===== config.mk =====
export PLATFORM = sky130hd
export DESIGN_NAME = wb_arbiter_flat
export DESIGN_NICKNAME = d
export VERILOG_FILES = /design/src/rtl/wb_arbiter_pkg.sv /design/src/rtl/wb_arbiter_if.sv /design/src/rtl/wb_arbiter_fifo.sv /design/src/rtl/wb_arbiter.sv /design/src/flat_wrapper.sv
export SDC_FILE = /design/constraint.sdc
export NUM_CORES = 1
export LEC_CHECK = 0
export CORE_MARGIN = 2
export CORE_UTILIZATION = 55
export CTS_BUF_LIST = sky130_fd_sc_hd__clkbuf_16
export DETAILED_ROUTE_END_ITERATION = 8
export HOLD_SLACK_MARGIN = 0.05
export PLACE_DENSITY = 0.84
export SLEW_MARGIN = 20
export SYNTH_ARGS = -nofsm -noshare
export SYNTH_HDL_FRONTEND = slang
export SYNTH_SLANG_ARGS = --single-unit
export TNS_END_PERCENT = 100

===== constraint.sdc =====
create_clock -name clk -period 4.5 [get_ports clk]
set_clock_uncertainty 0.2 [all_clocks]
set_input_delay 0.9 -clock clk [delete_from_list [all_inputs] [get_ports clk]]
set_output_delay 0.9 -clock clk [all_outputs]
set_load 0.1 [all_outputs]

===== src/rtl/wb_arbiter_pkg.sv =====
// Shared types and width defaults for the write-back arbiter slice.
package wb_arbiter_pkg;

  // Register-file widths used by the pipeline (data and address).
  localparam int unsigned DEF_REG_SIZE = 32;
  localparam int unsigned DEF_REG_ADDR = 5;

  // Which source owns the register-file write port this cycle.
  typedef enum logic [1:0] {
    SRC_NONE   = 2'd0,
    SRC_ALU    = 2'd1,
    SRC_BUF    = 2'd2,
    SRC_BYPASS = 2'd3
  } wb_src_e;

endpackage


===== src/rtl/wb_arbiter_if.sv =====
// Write-back bus between the ALU/multiply pipeline, decode and the arbiter.
interface wb_arbiter_if
  import wb_arbiter_pkg::*;
#(
  parameter int unsigned REG_SIZE = DEF_REG_SIZE,
  parameter int unsigned REG_ADDR = DEF_REG_ADDR
);
  logic                alu_regwrite_in;
  logic [REG_ADDR-1:0] alu_wreg_in;
  logic [REG_SIZE-1:0] alu_result_in;
  logic                mult_regwrite_in;
  logic [REG_ADDR-1:0] mult_wreg_in;
  logic [REG_SIZE-1:0] mult_result_in;
  logic [REG_ADDR-1:0] rd_addr_a;
  logic [REG_ADDR-1:0] rd_addr_b;
  logic                rf_we;
  logic [REG_ADDR-1:0] rf_waddr;
  logic [REG_SIZE-1:0] rf_wdata;
  logic                mult_stall;
  logic                hazard_a;
  logic                hazard_b;
  logic                overflow_err;

  // Pipeline / decode side.
  modport master (
    output alu_regwrite_in, alu_wreg_in, alu_result_in,
    output mult_regwrite_in, mult_wreg_in, mult_result_in,
    output rd_addr_a, rd_addr_b,
    input  rf_we, rf_waddr, rf_wdata,
    input  mult_stall, hazard_a, hazard_b, overflow_err
  );

  // Arbiter side.
  modport slave (
    input  alu_regwrite_in, alu_wreg_in, alu_result_in,
    input  mult_regwrite_in, mult_wreg_in, mult_result_in,
    input  rd_addr_a, rd_addr_b,
    output rf_we, rf_waddr, rf_wdata,
    output mult_stall, hazard_a, hazard_b, overflow_err
  );
endinterface


===== src/rtl/wb_arbiter_fifo.sv =====
// wb_fifo: in-order buffer of multiply results waiting for the write port.
// Each entry carries a live bit so younger ALU writes can cancel it in place.
module wb_fifo
  import wb_arbiter_pkg::*;
#(
  parameter int unsigned REG_SIZE = DEF_REG_SIZE,
  parameter int unsigned REG_ADDR = DEF_REG_ADDR,
  parameter int unsigned DEPTH    = 4,
  localparam int unsigned PW      = $clog2(DEPTH),
  localparam int unsigned CW      = PW + 1
) (
  input  logic                clk,
  input  logic                reset,
  input  logic                push,
  input  logic [REG_ADDR-1:0] push_wreg,
  input  logic [REG_SIZE-1:0] push_data,
  input  logic                pop,
  input  logic                kill_en,
  input  logic [REG_ADDR-1:0] kill_wreg,
  input  logic [REG_ADDR-1:0] match_a_addr,
  input  logic [REG_ADDR-1:0] match_b_addr,
  output logic                head_live,
  output logic [REG_ADDR-1:0] head_wreg,
  output logic [REG_SIZE-1:0] head_data,
  output logic                empty,
  output logic [CW-1:0]       count,
  output logic                match_a,
  output logic                match_b
);

  logic [DEPTH-1:0]    live;
  logic [REG_ADDR-1:0] wreg_q [DEPTH];
  logic [REG_SIZE-1:0] data_q [DEPTH];
  logic [PW-1:0]       head;
  logic [PW-1:0]       tail;

  // Pointers, occupancy and live bits. Kill sees pre-edge contents; a pop
  // clears the freed slot, and a push into that same slot overrides it.
  always_ff @(posedge clk or posedge reset) begin
    if (reset) begin
      live  <= '0;
      head  <= '0;
      tail  <= '0;
      count <= '0;
    end else begin
      for (int unsigned i = 0; i < DEPTH; i++) begin
        if (kill_en && (wreg_q[i] == kill_wreg)) live[i] <= 1'b0;
      end
      if (pop) begin
        live[head] <= 1'b0;
        head       <= head + PW'(1);
      end
      if (push) begin
        live[tail] <= 1'b1;
        tail       <= tail + PW'(1);
      end
      case ({push, pop})
        2'b10:   count <= count + CW'(1);
        2'b01:   count <= count - CW'(1);
        default: count <= count;
      endcase
    end
  end

  // Entry payload storage; validity is tracked solely by the live bits.
  always_ff @(posedge clk) begin
    if (push) begin
      wreg_q[tail] <= push_wreg;
      data_q[tail] <= push_data;
    end
  end

  // Head view and source-register match against live entries.
  always_comb begin
    head_live = live[head];
    head_wreg = wreg_q[head];
    head_data = data_q[head];
    empty     = (count == '0);
    match_a   = 1'b0;
    match_b   = 1'b0;
    for (int unsigned i = 0; i < DEPTH; i++) begin
      if (live[i] && (wreg_q[i] == match_a_addr)) match_a = 1'b1;
      if (live[i] && (wreg_q[i] == match_b_addr)) match_b = 1'b1;
    end
  end

endmodule


===== src/rtl/wb_arbiter.sv =====
// wb_arbiter: merges ALU and multiply write-backs onto the single register
// file write port, buffering multiply results that lose arbitration.
module wb_arbiter
  import wb_arbiter_pkg::*;
#(
  parameter int unsigned REG_SIZE = DEF_REG_SIZE,
  parameter int unsigned REG_ADDR = DEF_REG_ADDR,
  parameter int unsigned DEPTH    = 4
) (
  input logic         clk,
  input logic         reset,
  wb_arbiter_if.slave bus
);

  localparam int unsigned CW = $clog2(DEPTH) + 1;
  localparam logic [CW-1:0] FULL_CNT  = CW'(DEPTH);
  localparam logic [CW-1:0] STALL_CNT = CW'(DEPTH - 1);

  wb_src_e             src;
  logic                alu_v;
  logic                mult_v;
  logic                push_req;
  logic                push;
  logic                pop;
  logic                drop;
  logic                head_live;
  logic [REG_ADDR-1:0] head_wreg;
  logic [REG_SIZE-1:0] head_data;
  logic                empty;
  logic [CW-1:0]       count;
  logic                match_a;
  logic                match_b;
  logic                ovf_q;

  wb_fifo #(
    .REG_SIZE (REG_SIZE),
    .REG_ADDR (REG_ADDR),
    .DEPTH    (DEPTH)
  ) u_fifo (
    .clk          (clk),
    .reset        (reset),
    .push         (push),
    .push_wreg    (bus.mult_wreg_in),
    .push_data    (bus.mult_result_in),
    .pop          (pop),
    .kill_en      (alu_v),
    .kill_wreg    (bus.alu_wreg_in),
    .match_a_addr (bus.rd_addr_a),
    .match_b_addr (bus.rd_addr_b),
    .head_live    (head_live),
    .head_wreg    (head_wreg),
    .head_data    (head_data),
    .empty        (empty),
    .count        (count),
    .match_a      (match_a),
    .match_b      (match_b)
  );

  // Port arbitration: ALU, then live buffer head, then multiply bypass.
  // A multiply colliding with a same-cycle ALU write to the same register
  // is older and would be overwritten anyway, so it is dropped on entry.
  always_comb begin
    alu_v    = bus.alu_regwrite_in && (bus.alu_wreg_in != '0);
    mult_v   = bus.mult_regwrite_in && (bus.mult_wreg_in != '0) &&
               !(alu_v && (bus.alu_wreg_in == bus.mult_wreg_in));
    src      = SRC_NONE;
    if (alu_v)                   src = SRC_ALU;
    else if (!empty && head_live) src = SRC_BUF;
    else if (mult_v && empty)     src = SRC_BYPASS;
    pop      = !empty && (!head_live || (src == SRC_BUF));
    push_req = mult_v && (src != SRC_BYPASS);
    push     = push_req && ((count != FULL_CNT) || pop);
    drop     = push_req && (count == FULL_CNT) && !pop;
  end

  // Registered write port and sticky overflow flag.
  always_ff @(posedge clk or posedge reset) begin
    if (reset) begin
      bus.rf_we    <= 1'b0;
      bus.rf_waddr <= '0;
      bus.rf_wdata <= '0;
      ovf_q        <= 1'b0;
    end else begin
      bus.rf_we <= (src != SRC_NONE);
      case (src)
        SRC_ALU: begin
          bus.rf_waddr <= bus.alu_wreg_in;
          bus.rf_wdata <= bus.alu_result_in;
        end
        SRC_BUF: begin
          bus.rf_waddr <= head_wreg;
          bus.rf_wdata <= head_data;
        end
        SRC_BYPASS: begin
          bus.rf_waddr <= bus.mult_wreg_in;
          bus.rf_wdata <= bus.mult_result_in;
        end
        default: ;
      endcase
      if (drop) ovf_q <= 1'b1;
    end
  end

  // Stall and hazard outputs from registered buffer state.
  always_comb begin
    bus.overflow_err = ovf_q;
    bus.mult_stall   = (count >= STALL_CNT);
    bus.hazard_a     = (bus.rd_addr_a != '0) && match_a;
    bus.hazard_b     = (bus.rd_addr_b != '0) && match_b;
  end

endmodule


===== src/flat_wrapper.sv =====
// flat-port wrapper written by rule: the top's interface ports become plain ports
module wb_arbiter_flat import wb_arbiter_pkg::*;
#(
  parameter int unsigned REG_SIZE = DEF_REG_SIZE,
  parameter int unsigned REG_ADDR = DEF_REG_ADDR,
  parameter int unsigned DEPTH    = 4
)
  (clk, reset, bus_alu_regwrite_in, bus_alu_wreg_in, bus_alu_result_in, bus_mult_regwrite_in, bus_mult_wreg_in, bus_mult_result_in, bus_rd_addr_a, bus_rd_addr_b, bus_rf_we, bus_rf_waddr, bus_rf_wdata, bus_mult_stall, bus_hazard_a, bus_hazard_b, bus_overflow_err);
  wb_arbiter_if #(.REG_SIZE(REG_SIZE), .REG_ADDR(REG_ADDR)) bus_i ();
  input logic clk;
  input logic reset;
  input wire logic [$bits(bus_i.alu_regwrite_in)-1:0] bus_alu_regwrite_in;
  input wire logic [$bits(bus_i.alu_wreg_in)-1:0] bus_alu_wreg_in;
  input wire logic [$bits(bus_i.alu_result_in)-1:0] bus_alu_result_in;
  input wire logic [$bits(bus_i.mult_regwrite_in)-1:0] bus_mult_regwrite_in;
  input wire logic [$bits(bus_i.mult_wreg_in)-1:0] bus_mult_wreg_in;
  input wire logic [$bits(bus_i.mult_result_in)-1:0] bus_mult_result_in;
  input wire logic [$bits(bus_i.rd_addr_a)-1:0] bus_rd_addr_a;
  input wire logic [$bits(bus_i.rd_addr_b)-1:0] bus_rd_addr_b;
  output wire logic [$bits(bus_i.rf_we)-1:0] bus_rf_we;
  output wire logic [$bits(bus_i.rf_waddr)-1:0] bus_rf_waddr;
  output wire logic [$bits(bus_i.rf_wdata)-1:0] bus_rf_wdata;
  output wire logic [$bits(bus_i.mult_stall)-1:0] bus_mult_stall;
  output wire logic [$bits(bus_i.hazard_a)-1:0] bus_hazard_a;
  output wire logic [$bits(bus_i.hazard_b)-1:0] bus_hazard_b;
  output wire logic [$bits(bus_i.overflow_err)-1:0] bus_overflow_err;
  assign bus_i.alu_regwrite_in = bus_alu_regwrite_in;
  assign bus_i.alu_wreg_in = bus_alu_wreg_in;
  assign bus_i.alu_result_in = bus_alu_result_in;
  assign bus_i.mult_regwrite_in = bus_mult_regwrite_in;
  assign bus_i.mult_wreg_in = bus_mult_wreg_in;
  assign bus_i.mult_result_in = bus_mult_result_in;
  assign bus_i.rd_addr_a = bus_rd_addr_a;
  assign bus_i.rd_addr_b = bus_rd_addr_b;
  assign bus_rf_we = bus_i.rf_we;
  assign bus_rf_waddr = bus_i.rf_waddr;
  assign bus_rf_wdata = bus_i.rf_wdata;
  assign bus_mult_stall = bus_i.mult_stall;
  assign bus_hazard_a = bus_i.hazard_a;
  assign bus_hazard_b = bus_i.hazard_b;
  assign bus_overflow_err = bus_i.overflow_err;
  wb_arbiter #(.REG_SIZE(REG_SIZE), .REG_ADDR(REG_ADDR), .DEPTH(DEPTH)) u_core (.clk(clk), .reset(reset), .bus(bus_i));
endmodule

---- After elaboration in Yosys (flattened, before gate mapping) ----
Memory sizes are Yosys's and may differ from the RTL's.
Cells that the tools add are included.
cells by class
  $add $sub $neg .......................... 4
  $lt $le $gt $ge ......................... 5
  equal/unequal tests ..................... 21
  multiplexer cells ....................... 28
  bitwise operators ....................... 3
  reduce and logical (&&, ||, !) cells .... 41
operators with widths
  cell                                                                          count
  32-bit case mux with 3 select lines                                           1
  5-bit equality test                                                           13
  1-bit logical AND                                                             27
  5-bit nonzero test                                                            4
  1-bit 2-to-1 mux                                                              17
  5-bit case mux with 3 select lines                                            1
  4-bit 2-to-1 mux                                                              2
  2-bit equality test, second input constant                                    3
  2-bit by 3-bit less-than comparator with 1-bit output, second input constant  2
  2-bit 2-to-1 mux                                                              3
  3-bit case mux with 2 select lines                                            1
  2-bit by 1-bit adder with 2-bit output, second input constant                 2
  4-bit AND                                                                     1
  1-bit demux with 2-bit select                                                 2
  2-bit by 1-bit equality test with 1-bit output, second input constant         2
  2-bit by 1-bit >= comparator with 1-bit output, second input constant         2
  1-bit logical NOT                                                             4
  4-bit inverter                                                                1
  4-bit bitwise OR                                                              1
  2-bit nonzero test                                                            2
  3-bit by 1-bit adder with 3-bit output, second input constant                 1
  3-bit equality test, second input constant                                    1
  3-bit by 2-bit >= comparator with 1-bit output, second input constant         1
  3-bit logical NOT                                                             1
  other kinds (6)                                                               7
storage, ports and cells
  bits in registers ....................... 50
  bits in writable memories ............... 148
  output and inout bits ................... 42
  word-level logic and storage cells ...... 112
  memories kept ........................... 2
memories
  memory                words  bits a word  read ports  clocked after Yosys merged registers in  wr ports  RTL line               RTL
  u_core.u_fifo.data_q  4      32           1           0                                        1         wb_arbiter_fifo.sv:33  logic [REG_SIZE-1:0] data_q [DEPTH];
  u_core.u_fifo.wreg_q  4      5            5           0                                        1         wb_arbiter_fifo.sv:32  logic [REG_ADDR-1:0] wreg_q [DEPTH];

---- Logic depth before layout (Yosys ltp) ----
  depth after elaboration ................. 16
  gate-level depth with buffers ........... 10
  gate-level depth less buffers ........... 9

---- Hierarchy ----
Synthesis repeated with hierarchy kept, for this count alone.
second synthesis, totals
  cell total of the unflattened synthesis .. 623
  area total of the unflattened synthesis .. 9280.2 µm²
by module, submodules not included
  module      times used  cells an instance  area an instance (µm²)  seq. area each (µm²)
  wb_fifo     1           338                6658.9                  4719.5
  wb_arbiter  1           285                2621.3                  975.9

---- Worst setup path after synthesis ----
No wires, ideal clock.
  path type ............................... input to register
  start point ............................. input port bus_alu_wreg_in[2]
  end point ............................... memory u_core.u_fifo.data_q[0][0] (netlist bit), enable pin
  setup time .............................. 398 ps
  arrival ................................. 3289 ps
  slack ................................... 613 ps
  stages on the path ...................... 7
  path buffers ............................ 2
  cell sequence ........................... buf_2 > or4_4 > o21a_4 > a41oi_4 > o221a_2 > buf_6 > and2_1
on the way
  cells in the longest elaborated chain, start to end .. 16
  elaborated cells between the ends (all ways) .. 19
RTL lines
  item                                        RTL line               RTL
  start: declaration                          flat_wrapper.sv:13     input wire logic [$bits(bus_i.alu_wreg_in)-1:0] bus_alu_wreg_in;
  5-bit nonzero test                          wb_arbiter.sv:63       alu_v = bus.alu_regwrite_in && (bus.alu_wreg_in != '0);
  1-bit logical AND                           wb_arbiter.sv:63
  1-bit logical AND                           wb_arbiter.sv:65       !(alu_v && (bus.alu_wreg_in == bus.mult_wreg_in));
  1-bit logical NOT                           wb_arbiter.sv:65
  1-bit logical AND                           wb_arbiter.sv:64       mult_v = bus.mult_regwrite_in && (bus.mult_wreg_in != '0) &&
  1-bit logical AND                           wb_arbiter.sv:69       else if (mult_v && empty) src = SRC_BYPASS;
  2-bit 2-to-1 mux                            wb_arbiter.sv:69
  2-bit 2-to-1 mux                            wb_arbiter.sv:68       else if (!empty && head_live) src = SRC_BUF;
  2-bit 2-to-1 mux                            wb_arbiter.sv:67       if (alu_v) src = SRC_ALU;
  2-bit equality test                         wb_arbiter.sv:70       pop = !empty && (!head_live || (src == SRC_BUF));
  1-bit logical OR                            wb_arbiter.sv:70
  1-bit logical AND                           wb_arbiter.sv:70
  1-bit logical OR                            wb_arbiter.sv:72       push = push_req && ((count != FULL_CNT) || pop);
  1-bit logical AND (*)                       wb_arbiter.sv:72
  1-bit 2-to-1 mux (*)                        wb_arbiter_fifo.sv:67  if (push) begin
  1-bit 2-to-1 mux (not written as such) (*)  wb_arbiter_fifo.sv:69  data_q[tail] <= push_data;
  end: declaration                            wb_arbiter_fifo.sv:33
Mark *: on every way between the ends. The rest lies on a longest branch, timed or not.

---- Final worst setup path ----
  start point ............................. input port bus_mult_wreg_in[3]
  end point ............................... register u_core.u_fifo.count[2]
on the way
  cells in the longest elaborated chain, start to end .. 15
  elaborated cells between the ends (all ways) .. 21
RTL lines
  item                                                                                          RTL line               RTL
  start: declaration                                                                            flat_wrapper.sv:16     input wire logic [$bits(bus_i.mult_wreg_in)-1:0] bus_mult_wreg_in;
  5-bit equality test                                                                           wb_arbiter.sv:65
  1-bit logical AND                                                                             wb_arbiter.sv:65
  1-bit logical NOT                                                                             wb_arbiter.sv:65
  1-bit logical AND (*)                                                                         wb_arbiter.sv:64
  1-bit logical AND                                                                             wb_arbiter.sv:69
  2-bit 2-to-1 mux                                                                              wb_arbiter.sv:69
  2-bit 2-to-1 mux                                                                              wb_arbiter.sv:68
  2-bit 2-to-1 mux                                                                              wb_arbiter.sv:67
  2-bit equality test                                                                           wb_arbiter.sv:70
  1-bit logical OR                                                                              wb_arbiter.sv:70
  1-bit logical AND                                                                             wb_arbiter.sv:70
  1-bit logical OR                                                                              wb_arbiter.sv:72
  1-bit logical AND                                                                             wb_arbiter.sv:72
  2-bit by 1-bit equality test with 1-bit output / 2-bit equality test (equally long branches)  wb_arbiter_fifo.sv:57  case ({push, pop})
  3-bit case mux with 2 select lines / 2-bit nonzero test (equally long branches)               n/a
  end signal: assignment                                                                        wb_arbiter_fifo.sv:58  2'b10: count <= count + CW'(1);
  end signal: assignment                                                                        wb_arbiter_fifo.sv:59  2'b01: count <= count - CW'(1);
  end signal: assignment                                                                        wb_arbiter_fifo.sv:60  default: count <= count;
  end: declaration                                                                              wb_arbiter_fifo.sv:26  output logic [CW-1:0] count,
Marks and branches as above.
A chain may end at the register's enable or synchronous reset.

==> results.cfg <==
[global_route]
grt_use_total_pct = 26.2
overflow = 0
antenna_found_initial = 0
grt_pass1_vias = 5988
grt_max_degree = 51
grt_pass1_wl_um = 34200

[worst_setup_path]
critPathMaxFanout = 7
path_class = input pin to flop
critPathCaptureType = flop
required_ps = 4620
cp.arrival_ps = 4080
worstSetupStartpointType = input pin

[yosys]
synthXorXnorAreaFrac_pct = 6.66
async_reset_ff_share_pct = 25.3
synth-simple-area-share_pct = 4.95
synthFlopType = edfxtp_1
seq_area_frac_synth_pct = 63.7
avgSynthCellArea_sq_um = 15.7
netlist_area_sq_mm = 0.00894
ys_types = 53
muxShareOfSynthArea_pct = 9.96
synth-seq-cells = 198
synth.area.top_cells = edfxtp_1 50%, dfrtp_1 14%, mux4_2 9.6%
synth_top_area_cell = edfxtp_1
post-synth-top-count-cell = edfxtp_1
yosysWarnings = 0
syn_nets = 665
synth_top_family_by_area = compound AO/OA/AOI/OAI gates
synth_compound_gate_area_share_pct = 10.3
synth_edf_count = 148
synth-adder-area-share_pct = 1.34
yosys-top-cells-count = 148 x edfxtp_1, 50 x dfrtp_1, 48 x xor2_1
synth_top_area_share_pct = 49.7
synth_cells = 568

[clock_network]
ctsLongestPathBuffers = 2
numCtsBuffers = 17
clkLatencyLatePin_ps = 430
cts_root_buffer = clkbuf_16
post_cts_buffers = 0
holdBufCountCts = 0
cts_tree = done
cts_resized = 0
cts.sinks = 198
cts_htree_levels = 4
clk_pin_slew_ps = 60

[drt]
drtIter0Drc = 547
route.detailed.drc = 0
avgViaCountPerCell = 6.29
dr.pass1.iters = 5
finalWirelength_um = 22000
vias = 5803
final_antenna_net_count = 0
wl_per_cell_um = 23.8

[flow_run]
drv_cap = 0

[place]
portBuffers = 129
dp_hpwl_um = 14500
dp_slack_ps = 126
gp_congestion = 0.912

[die]
die_area_sq_mm = 0.0173
coreArea_sq_mm = 0.0159
ioPinCount = 130
fp-row-count = 46
start_util_pct = 56.3
dieWidth_um = 132
die_h_um = 132

[timing]
setup-tns-final_ps = 0
slew_headroom_pct = 33.2
post-route-period-util_pct = 88.1
slew_violations = 0
fin_crit_ps = 3960
setup_slack_ps = 536
final-setup-viol-count = 0
tightest_slew_ps = 999
hold_viol_final = 0
rsz0062_at_grt = no
fmax_mhz = 252

[layout]
fillCellCount = 1036
area_growth_pct = 24.3
antenna_cells = 0
nets = 791
layout-drive-gt1-share_pct = 14.7

[power]
vdd_drop_max_uv = 537
power_density_mw_per_mm2 = 745
leakagePower_nw = 3.96

[hold_path]
hold_path.class = flop to flop

[run_status]
status = completed
[flip-flops by register name, indices dropped and copies added, names as in the netlist]
name / flops
u_core.bus.rf_waddr: 5
u_core.u_fifo.head: 2
u_core.u_fifo.count: 3
u_core.u_fifo.tail: 2
u_core.bus.overflow_err: 1
u_core.u_fifo.wreg_q: 20
u_core.u_fifo.live: 4
u_core.u_fifo.data_q: 128
u_core.bus.rf_we: 1
u_core.bus.rf_wdata: 32
[worst paths after layout]
path / slack, ps / depth (start not counted) / startpoint / endpoint
worst min-delay path: 310 / 1 / u_core.bus.overflow_err$_DFFE_PP0P_ / u_core.bus.overflow_err$_DFFE_PP0P_
min in group asynchronous: 800 / 2 / reset / u_core.bus.rf_wdata[7]$_DFFE_PP0P_
worst min register to register: 310 / 1 / u_core.bus.overflow_err$_DFFE_PP0P_ / u_core.bus.overflow_err$_DFFE_PP0P_
worst max register to register: 1390 / 7 / u_core.u_fifo.live[2]$_DFF_PP0_ / u_core.u_fifo.count[2]$_DFFE_PP0P_
worst max-delay path: 540 / 9 / bus_mult_wreg_in[3] / u_core.u_fifo.count[2]$_DFFE_PP0P_
max in group asynchronous: 2680 / 2 / reset / u_core.u_fifo.head[0]$_DFFE_PP0N_
[per-layer routing]
metal / up-vias / wire (um) / GRT usage [%]
li1: 2494 / - / -
met1: 2896 / 8470 / 34.1
met2: 359 / 11000 / 43.5
met3: 54 / 1800 / 5.63
met4: 0 / 684 / 10.4
met5: - / 0 / 0
[worst max-delay path, stage by stage]
cell             delay (ps)
clkdlybuf4s50_1         540
or4_1                   600
o21ai_1                 330
a41oi_4                 100
nand2b_1                220
fa_1                    490
nor4_1                  420
mux2i_1                 150
a211oi_1                320
[kinds of logic after synthesis]
group,count (synthesis)
AO/OA/AOI/OAI,109
XOR/XNOR,68
adder cells (fa/ha/maj),9
buffers and inverters,61
flip-flops,198
multiplexers,41
AND/OR/NAND/NOR,82
[final cells by class]
type / count / area [sq um] / share of cell area [%]
clock buffer: 17 / 425 / 3.83
clock inverter: 15 / 160 / 1.44
inverter: 20 / 76.3 / 0.686
timing repair buffer: 148 / 1500 / 13.5
sequential: 198 / 5700 / 51.2
tap: 216 / 270 / 2.43
multi-input combinational: 309 / 2980 / 26.8
[where the power goes]
part | switching [mW] | total [mW] | leakage [nW] | internal [mW]
logic | 2.66 | 3.98 | 1.72 | 1.33
clock network | 0.640 | 1.51 | 0.288 | 0.866
registers | 0.301 | 2.79 | 1.95 | 2.49
[layout by cell type (no fill, tap or decap), types with 8 or more instances in the layout]
| master | synthesis | routed |
|---|---|---|
| a21oi_1 | 8 | 8 |
| a221o_1 | 20 | 20 |
| a22o_1 | 20 | 20 |
| a2bb2oi_1 | 11 | 11 |
| buf_4 | 3 | 15 |
| clkbuf_16 | 0 | 17 |
| clkdlybuf4s50_1 | 0 | 127 |
| dfrtp_1 | 50 | 48 |
| edfxtp_1 | 148 | 148 |
| ha_1 | 8 | 8 |
| inv_1 | 19 | 19 |
| mux4_2 | 38 | 38 |
| nand2_1 | 9 | 9 |
| nand3_1 | 19 | 19 |
| nor2_1 | 12 | 12 |
| nor4_1 | 10 | 10 |
| o21ai_0 | 16 | 16 |
| o221ai_1 | 11 | 11 |
| xnor2_1 | 20 | 20 |
| xor2_1 | 48 | 48 |
[per-stage QoR]
stage	std cells	hold slack (ps)	power (mW)	util, %	area, sq um
2_1_floorplan	568	331	5.68	-	8940
3_5_place_dp	891	295	6.78	66.3	10500
4_1_cts	923	314	8.30	70.0	11100
5_1_grt	923	335	8.60	70.0	11100
6_report	923	312	8.28	70.0	11100
3_3_place_gp	891	300	6.67	66.3	10500
Note: power is estimated with default switching activity, not from simulation.
